[src/rtl/ahb_master_arbiter_pkg.sv]
// Shared AHB-Lite bus types and the arbiter's state and owner encodings.
// Imported by the arbiter top and its priority sub-module.
package ahb_master_arbiter_pkg;

    typedef enum logic [2:0] {
        SIZE_BYTE = 3'd0,
        SIZE_HALF = 3'd1,
        SIZE_WORD = 3'd2
    } transfer_size;

    typedef enum logic [2:0] {
        BURST_SINGLE = 3'd0,
        BURST_INCR   = 3'd1
    } transfer_burst;

    // Bit 0 distinguishes data access (1) from opcode fetch (0).
    typedef enum logic [3:0] {
        PROT_OPCODE = 4'b0000,
        PROT_DATA   = 4'b0001
    } transfer_protection;

    typedef enum logic [1:0] {
        TRANS_IDLE   = 2'b00,
        TRANS_BUSY   = 2'b01,
        TRANS_NONSEQ = 2'b10,
        TRANS_SEQ    = 2'b11
    } transfer_kind;

    typedef enum logic {
        RESP_OKAY  = 1'b0,
        RESP_ERROR = 1'b1
    } transfer_response;

    typedef enum logic [1:0] {
        ARB_IDLE = 2'd0,
        ARB_ADDR = 2'd1,
        ARB_DATA = 2'd2
    } arb_state_e;

    typedef enum logic {
        OWNER_FETCH = 1'b0,
        OWNER_DATA  = 1'b1
    } owner_e;

endpackage

[src/rtl/ahb_arb_priority.sv]
// Grant decision between fetch and data, with the fetch anti-starvation counter.
// The decision is combinational; only the counter is registered.
module ahb_arb_priority
    import ahb_master_arbiter_pkg::*;
#(
    parameter int STARVE_LIMIT = 4
) (
    input  logic   clk_i,
    input  logic   rst_ni,
    input  logic   arb_en_i,
    input  logic   f_req_i,
    input  logic   d_req_i,
    output logic   grant_o,
    output owner_e owner_o
);

    localparam int CNT_W = $clog2(STARVE_LIMIT + 1);

    logic [CNT_W-1:0] starve_cnt_q;
    logic [CNT_W-1:0] starve_cnt_d;
    logic             starved_s;

    // Grant selection and next starve count.
    always_comb begin
        starved_s    = (starve_cnt_q == CNT_W'(STARVE_LIMIT));
        grant_o      = arb_en_i & (f_req_i | d_req_i);
        owner_o      = OWNER_DATA;
        starve_cnt_d = starve_cnt_q;
        if (f_req_i && (!d_req_i || starved_s)) begin
            owner_o = OWNER_FETCH;
        end else begin
            owner_o = OWNER_DATA;
        end
        if (grant_o) begin
            if (owner_o == OWNER_FETCH) begin
                starve_cnt_d = '0;
            end else if (f_req_i && !starved_s) begin
                starve_cnt_d = starve_cnt_q + CNT_W'(1);
            end else begin
                starve_cnt_d = starve_cnt_q;
            end
        end else begin
            starve_cnt_d = starve_cnt_q;
        end
    end

    // Starve counter register.
    always_ff @(posedge clk_i or negedge rst_ni) begin
        if (!rst_ni) begin
            starve_cnt_q <= '0;
        end else begin
            starve_cnt_q <= starve_cnt_d;
        end
    end

endmodule

[src/rtl/ahb_master_arbiter.sv]
// Shares one AHB-Lite master port between instruction fetch and load/store,
// one non-pipelined transfer at a time, with registered bus and completion outputs.
module ahb_master_arbiter
    import ahb_master_arbiter_pkg::*;
#(
    parameter int STARVE_LIMIT = 4,
    parameter int ADDR_W       = 32,
    parameter int DATA_W       = 32
) (
    input  logic               clock_i,
    input  logic               reset_ni,
    input  logic               f_req_i,
    input  logic [ADDR_W-1:0]  f_addr_i,
    output logic               f_done_o,
    output logic [DATA_W-1:0]  f_rdata_o,
    output logic               f_err_o,
    input  logic               d_req_i,
    input  logic               d_write_i,
    input  logic [ADDR_W-1:0]  d_addr_i,
    input  transfer_size       d_size_i,
    input  logic [DATA_W-1:0]  d_wdata_i,
    output logic               d_done_o,
    output logic [DATA_W-1:0]  d_rdata_o,
    output logic               d_err_o,
    output logic [ADDR_W-1:0]  haddr_o,
    output logic               hwrite_o,
    output transfer_size       hsize_o,
    output transfer_burst      hburst_o,
    output transfer_protection hprot_o,
    output transfer_kind       htrans_o,
    output logic [DATA_W-1:0]  hwdata_o,
    input  logic [DATA_W-1:0]  hrdata_i,
    input  logic               hready_i,
    input  transfer_response   hresp_i
);

    arb_state_e         state_q, state_d;
    owner_e             owner_q, owner_d;
    logic [ADDR_W-1:0]  haddr_q, haddr_d;
    logic               hwrite_q, hwrite_d;
    transfer_size       hsize_q, hsize_d;
    transfer_protection hprot_q, hprot_d;
    transfer_kind       htrans_q, htrans_d;
    logic [DATA_W-1:0]  hwdata_q, hwdata_d;
    logic [DATA_W-1:0]  wdata_q, wdata_d;
    logic               f_done_q, f_done_d;
    logic [DATA_W-1:0]  f_rdata_q, f_rdata_d;
    logic               f_err_q, f_err_d;
    logic               d_done_q, d_done_d;
    logic [DATA_W-1:0]  d_rdata_q, d_rdata_d;
    logic               d_err_q, d_err_d;

    logic               grant_s;
    owner_e             grant_owner_s;

    ahb_arb_priority #(
        .STARVE_LIMIT(STARVE_LIMIT)
    ) u_prio (
        .clk_i    (clock_i),
        .rst_ni   (reset_ni),
        .arb_en_i (state_q == ARB_IDLE),
        .f_req_i  (f_req_i),
        .d_req_i  (d_req_i),
        .grant_o  (grant_s),
        .owner_o  (grant_owner_s)
    );

    // Transfer sequencing: IDLE -> ADDR -> DATA -> IDLE.
    always_comb begin
        state_d   = state_q;
        owner_d   = owner_q;
        haddr_d   = haddr_q;
        hwrite_d  = hwrite_q;
        hsize_d   = hsize_q;
        hprot_d   = hprot_q;
        htrans_d  = htrans_q;
        hwdata_d  = hwdata_q;
        wdata_d   = wdata_q;
        f_done_d  = 1'b0;
        f_rdata_d = f_rdata_q;
        f_err_d   = f_err_q;
        d_done_d  = 1'b0;
        d_rdata_d = d_rdata_q;
        d_err_d   = d_err_q;
        case (state_q)
            ARB_IDLE: begin
                if (grant_s) begin
                    state_d  = ARB_ADDR;
                    owner_d  = grant_owner_s;
                    htrans_d = TRANS_NONSEQ;
                    if (grant_owner_s == OWNER_FETCH) begin
                        haddr_d  = f_addr_i;
                        hwrite_d = 1'b0;
                        hsize_d  = SIZE_WORD;
                        hprot_d  = PROT_OPCODE;
                        wdata_d  = '0;
                    end else begin
                        haddr_d  = d_addr_i;
                        hwrite_d = d_write_i;
                        hsize_d  = d_size_i;
                        hprot_d  = PROT_DATA;
                        wdata_d  = d_wdata_i;
                    end
                end else begin
                    htrans_d = TRANS_IDLE;
                end
            end
            ARB_ADDR: begin
                if (hready_i) begin
                    state_d  = ARB_DATA;
                    htrans_d = TRANS_IDLE;
                    hwdata_d = wdata_q;
                end else begin
                    state_d = ARB_ADDR;
                end
            end
            ARB_DATA: begin
                // An ERROR cycle with hready low is the first half of a two-cycle response.
                if (hready_i) begin
                    state_d = ARB_IDLE;
                    if (owner_q == OWNER_FETCH) begin
                        f_rdata_d = hrdata_i;
                        f_err_d   = (hresp_i == RESP_ERROR);
                        f_done_d  = 1'b1;
                    end else begin
                        d_rdata_d = hrdata_i;
                        d_err_d   = (hresp_i == RESP_ERROR);
                        d_done_d  = 1'b1;
                    end
                end else begin
                    state_d = ARB_DATA;
                end
            end
            default: begin
                state_d  = ARB_IDLE;
                htrans_d = TRANS_IDLE;
            end
        endcase
    end

    // State and registered outputs.
    always_ff @(posedge clock_i or negedge reset_ni) begin
        if (!reset_ni) begin
            state_q   <= ARB_IDLE;
            owner_q   <= OWNER_DATA;
            haddr_q   <= '0;
            hwrite_q  <= 1'b0;
            hsize_q   <= SIZE_BYTE;
            hprot_q   <= PROT_OPCODE;
            htrans_q  <= TRANS_IDLE;
            hwdata_q  <= '0;
            wdata_q   <= '0;
            f_done_q  <= 1'b0;
            f_rdata_q <= '0;
            f_err_q   <= 1'b0;
            d_done_q  <= 1'b0;
            d_rdata_q <= '0;
            d_err_q   <= 1'b0;
        end else begin
            state_q   <= state_d;
            owner_q   <= owner_d;
            haddr_q   <= haddr_d;
            hwrite_q  <= hwrite_d;
            hsize_q   <= hsize_d;
            hprot_q   <= hprot_d;
            htrans_q  <= htrans_d;
            hwdata_q  <= hwdata_d;
            wdata_q   <= wdata_d;
            f_done_q  <= f_done_d;
            f_rdata_q <= f_rdata_d;
            f_err_q   <= f_err_d;
            d_done_q  <= d_done_d;
            d_rdata_q <= d_rdata_d;
            d_err_q   <= d_err_d;
        end
    end

    assign f_done_o  = f_done_q;
    assign f_rdata_o = f_rdata_q;
    assign f_err_o   = f_err_q;
    assign d_done_o  = d_done_q;
    assign d_rdata_o = d_rdata_q;
    assign d_err_o   = d_err_q;
    assign haddr_o   = haddr_q;
    assign hwrite_o  = hwrite_q;
    assign hsize_o   = hsize_q;
    assign hburst_o  = BURST_SINGLE;
    assign hprot_o   = hprot_q;
    assign htrans_o  = htrans_q;
    assign hwdata_o  = hwdata_q;

endmodule

[config.mk]
export PLATFORM = sky130hd
export DESIGN_NAME = ahb_master_arbiter
export DESIGN_NICKNAME = d
export VERILOG_FILES = /design/src/rtl/ahb_master_arbiter_pkg.sv /design/src/rtl/ahb_arb_priority.sv /design/src/rtl/ahb_master_arbiter.sv
export SDC_FILE = /design/constraint.sdc
export NUM_CORES = 1
export LEC_CHECK = 0
export CAP_MARGIN = 20
export CORE_MARGIN = 2
export CORE_UTILIZATION = 48
export DETAILED_ROUTE_END_ITERATION = 16
export PLACE_DENSITY = 0.89
export SLEW_MARGIN = 20
export SYNTH_ARGS = -nofsm -noshare
export SYNTH_HDL_FRONTEND = slang
export SYNTH_SLANG_ARGS = --single-unit
[constraint.sdc]
create_clock -name clock_i -period 3 [get_ports clock_i]
set_input_delay 0.45 -clock clock_i [delete_from_list [all_inputs] [get_ports clock_i]]
set_output_delay 0.45 -clock clock_i [all_outputs]
set_load 0.01 [all_outputs]
==> impl_summary.txt <==
----------------------------------------------------
[Yosys]
  Combinational family with the most area after synthesis ... multiplexers
  Number of warnings printed during yosys synthesis ... 0
  Fraction of registers with async set/reset ... between 90% and 100%
  Leading cell type by number of instances after synthesis ... sky130_fd_sc_hd__dfrtp_1
  Area share of the largest cell type after synthesis ... 58.28%
  Count of mapped cells out of synthesis ... approximately 570
  Xor/xnor share of the synthesized area ... 0%
  Cell area after synthesis ... around 7500 um^2
  Area fraction in and, or, nand and nor cells after synthesis ... 8.541%
  Share of the yosys chip area belonging to registers ... 58.62%
  Multiplexer fraction of the synthesized cell area ... 14.84%
  Number of distinct library cell variants in the gate-level netlist after synthesis ... 33
  Number of synthesized flops with an enable pin ... 0
  Compound-Gate Fraction of Synth Area ... ~11%
  Most frequent cells after synthesis ... 175 x sky130_fd_sc_hd__dfrtp_1, 99 x sky130_fd_sc_hd__mux2_2, 68 x sky130_fd_sc_hd__nand3_1
  Dominant cell type by area after synthesis ... sky130_fd_sc_hd__dfrtp_1
  Synthesized area per cell ... around 13 um^2
  Total of flip-flops plus latches after synthesis ... 176
  Prevailing post-synth register cell ... sky130_fd_sc_hd__dfrtp_1
  Adder-cell area share of the yosys netlist ... less than 1%
  Leading cell types by total area after synthesis ... sky130_fd_sc_hd__dfrtp_1 58%, sky130_fd_sc_hd__mux2_2 15%, sky130_fd_sc_hd__o221ai_2 5.4%

[Critical path]
  Category of the most critical setup path ... reg -> reg
  Data arrival time of the critical path ... roughly 2.5 ns
  Buf/Inv on CP ... 0
  CP required ... about 3.3 ns
  Dominant delay contributor by cell family on the critical path ... simple AND/OR/NAND/NOR gates
  Slowest-stage cell, CP ... sky130_fd_sc_hd__nand3_2
  Nature of the critical path startpoint ... flop
  Max stage delay on crit path ... around 0.69 ns
  Max Fanout on Critical Path ... 34
  Setup crit end kind ... flop
  Cells along the critical path ... nor2b_2 -> nand3_2 -> mux2_2

[Place]
  Pre-CTS WS ... 0.6052 ns
  Cell area reported after detailed placement ... between 10,000 and 15,000 um^2
  PortBufs ... 275
  Number of placed instances, taps included ... around 1,000
  Post-DP HPWL ... 14,710 um
  Last weighted congestion value of the routability-driven placer ... 0.7790

[STA]
  Shortest clock period the worst path allows after layout ... 2.177 ns
  Transition time of the tightest slew-check pin ... 1.024 ns
  Number of pins with negative max-slew slack in the final report ... 0
  Count of endpoints failing hold in the final timing report ... 0
  Maximum achievable frequency ... ~460 MHz
  Clock tree skew after final layout ... about 0.008 ns
  RSZ-0062 raised after global routing ... false
  Final sum of negative setup slack ... 0 ns
  Final clock period utilization by the worst path ... between 70% and 80%
  Setup violation total in the final timing report ... 0
  Worst path setup slack after routing ... slightly above 0.8 ns
  Relative slew slack ... a little under a third

[Layout]
  Ant. Diodes ... 0
  Share of post-route cells with drive strength above 1 ... approximately 22%
  FILL cells ... 1,016
  Post-route standard cell area excluding fillers ... about 11,000 um^2
  Synthesis-to-finish area growth ... 46.62%
  Non-filler cells in the finished layout ... 1,046
  Final layout net count ... 962
  Area occupied by multi-input gates ... about 2700 um^2
  Area taken by flip-flops and latches ... about 4400 um^2

[Routing]
  Number of DRC markers after the initial detailed-route iteration ... between 300 and 400
  Total vias in the final route ... just under 6,000
  Residual antenna-violating net count after detailed routing ... 0
  DR WL/cell ... a little over 20 um
  Routed wire length ... roughly 21,000 um
  Detailed-route DRC error count ... 0
  Vias per Instance ... between 5 and 6
  Number of iterations in the first detailed-routing pass ... 5

[Outcome]
  Outcome ... finished clean

[Power]
  Net Switching ... between 3 and 4 mW
  Share of total power in sequential cells ... roughly 36%
  Internal power consumption ... slightly below 8 mW
  Comb pwr share ... 42.9%
  Worst voltage drop across the vdd grid ... around 440 uV
  Switch share ... 32.85%
  Clk pwr share ... 21.1%
  Pwr/cell area ... ~1100 nW/um^2
  Static leakage power ... between 4 and 5 nW

[Die]
  Number of core rows ... 45
  Starting density of the core ... around half
  Die area ... 16,670 um^2
  Top Ports ... roughly 280
  Die W ... 129.1 um
  CORE AREA ... about 15,000 um^2
  Die H ... between 100 and 150 um

[GRT]
  Total Routing Usage GR ... roughly 25%
  Pin count of the biggest net entering global routing ... 77
  Overflow left after global routing ... 0
  Number of global-route vias before repair ... 5,882
  Global-route wire length before repair ... approximately 32,000 um
  Number of antenna violations at the first check in global routing ... 0

[Clocking]
  CTS buffer count ... 17
  Number of setup buffers added after CTS ... 0
  Clock tree from TritonCTS ... built
  Maximum buffer depth of the clock tree ... 2
  Max H-tree Level ... 4
  Clk Latency, worst-skew pair ... roughly 0.42 ns
  Post-CTS Hold Fix Bufs ... 1
  Resized Gates After CTS ... 0
  Root buffer cell ... sky130_fd_sc_hd__clkbuf_16
  Number of clock sinks seen by CTS ... about 180
  Worst-path clk slew ... approximately 0.06 ns

[Run]
  Max_cap viols ... 0

[Min path]
  Class of the tightest hold or removal check ... reg -> reg

----------------------------------------------------
-- cell families after synthesis --
logic type      Yosys count
buf+inv                  95
fa+ha+maj                 2
compound gates           78
simple gates            116
other cells               1
mux                      99
flops                   176
-- sequential cells by signal (all words and copies together) (netlist names) --
name,flops
hsize_o,3
f_err_o,1
hwdata_o,32
f_done_o,1
d_done_o,1
hwrite_o,1
f_rdata_o,32
hprot_o,1
wdata_q,32
htrans_o,1
haddr_o,32
state_q,2
u_prio.starve_cnt_q,3
d_err_o,1
owner_q,1
d_rdata_o,32
-- per-layer routing --
metal  vias to the layer above  track usage (%)  share of wire [%]  wire [um]
met1                      2902            29.49                 38       7928
met3                        41            7.391                7.2       1523
met5                         -                0                  0          0
met4                         0            9.655                2.9        603
li1                       2569                -                  -          -
met2                       264            44.33                 52      10980
-- worst reg2reg max path: cells and delay by family (launching register included) --
kind          cells  cell delay, ns
flops             1            0.51
simple gates      2            0.97
mux               1            0.59
-- path summary, 6_finish.rpt --
check | from | endpoint | slack (ns) | cells past startpoint
setup / recovery | state_q[1] | d_rdata_o[30] | 0.82 | 3
max in group asynchronous | reset_ni | haddr_o[0] | 1.45 | 3
min in group asynchronous | reset_ni | hwdata_o[9] | 0.59 | 2
setup reg to reg | state_q[1] | d_rdata_o[30] | 0.82 | 3
hold / removal | wdata_q[12] | wdata_q[12] | 0.49 | 1
hold reg to reg | wdata_q[12] | wdata_q[12] | 0.49 | 1
-- area by class of cell --
type / instances / area share (%)
well taps: 211 / 2.396
clock inverters: 14 / 2.044
flip-flops and latches: 176 / 39.98
clock buffers: 18 / 3.986
multi-input cells: 302 / 24.05
repair buffers: 289 / 26.31
inverters: 36 / 1.226
-- cells in the final DEF (no fill, tap or decap), drive strengths merged, types with 2 or more instances in the layout --
master and instances:
a21oi 3, a22o 2, and2 2, buf 14, bufinv 5, clkbuf 18, clkdlybuf4s50 274, clkinv 3
conb 7, dfrtp 175, ha 2, inv 41, mux2 99, nand2 2, nand3 69, nand4 32
nor2 3, o21a 2, o21ai 2, o221ai 32, o2bb2ai 36, or2 2
-- stage by stage --
stage	hold slack (ns)	utilization, %	power [mW]
3_5_place_dp	0.4589	67.79	9.223
2_1_floorplan	0.1544	-	6.622
5_1_grt	0.5042	72.21	12.28
6_report	0.4856	72.21	11.67
4_1_cts	0.4907	72.21	11.75
3_3_place_gp	0.4534	67.79	8.973
-- power by group through the flow --
| stage | Sequential, mW | Clock (mW) | Combinational [mW] |
|---|---|---|---|
| CTS | 4.19 | 2.49 | 5.06 |
| global route | 4.31 | 2.59 | 5.39 |
| detailed placement | 4.21 | 0 | 5.02 |
| finish | 4.20 | 2.46 | 5.01 |
| floorplan | 4.45 | 0 | 2.17 |
| global placement | 4.12 | 0 | 4.85 |
Power figures use the tool's default switching activity.
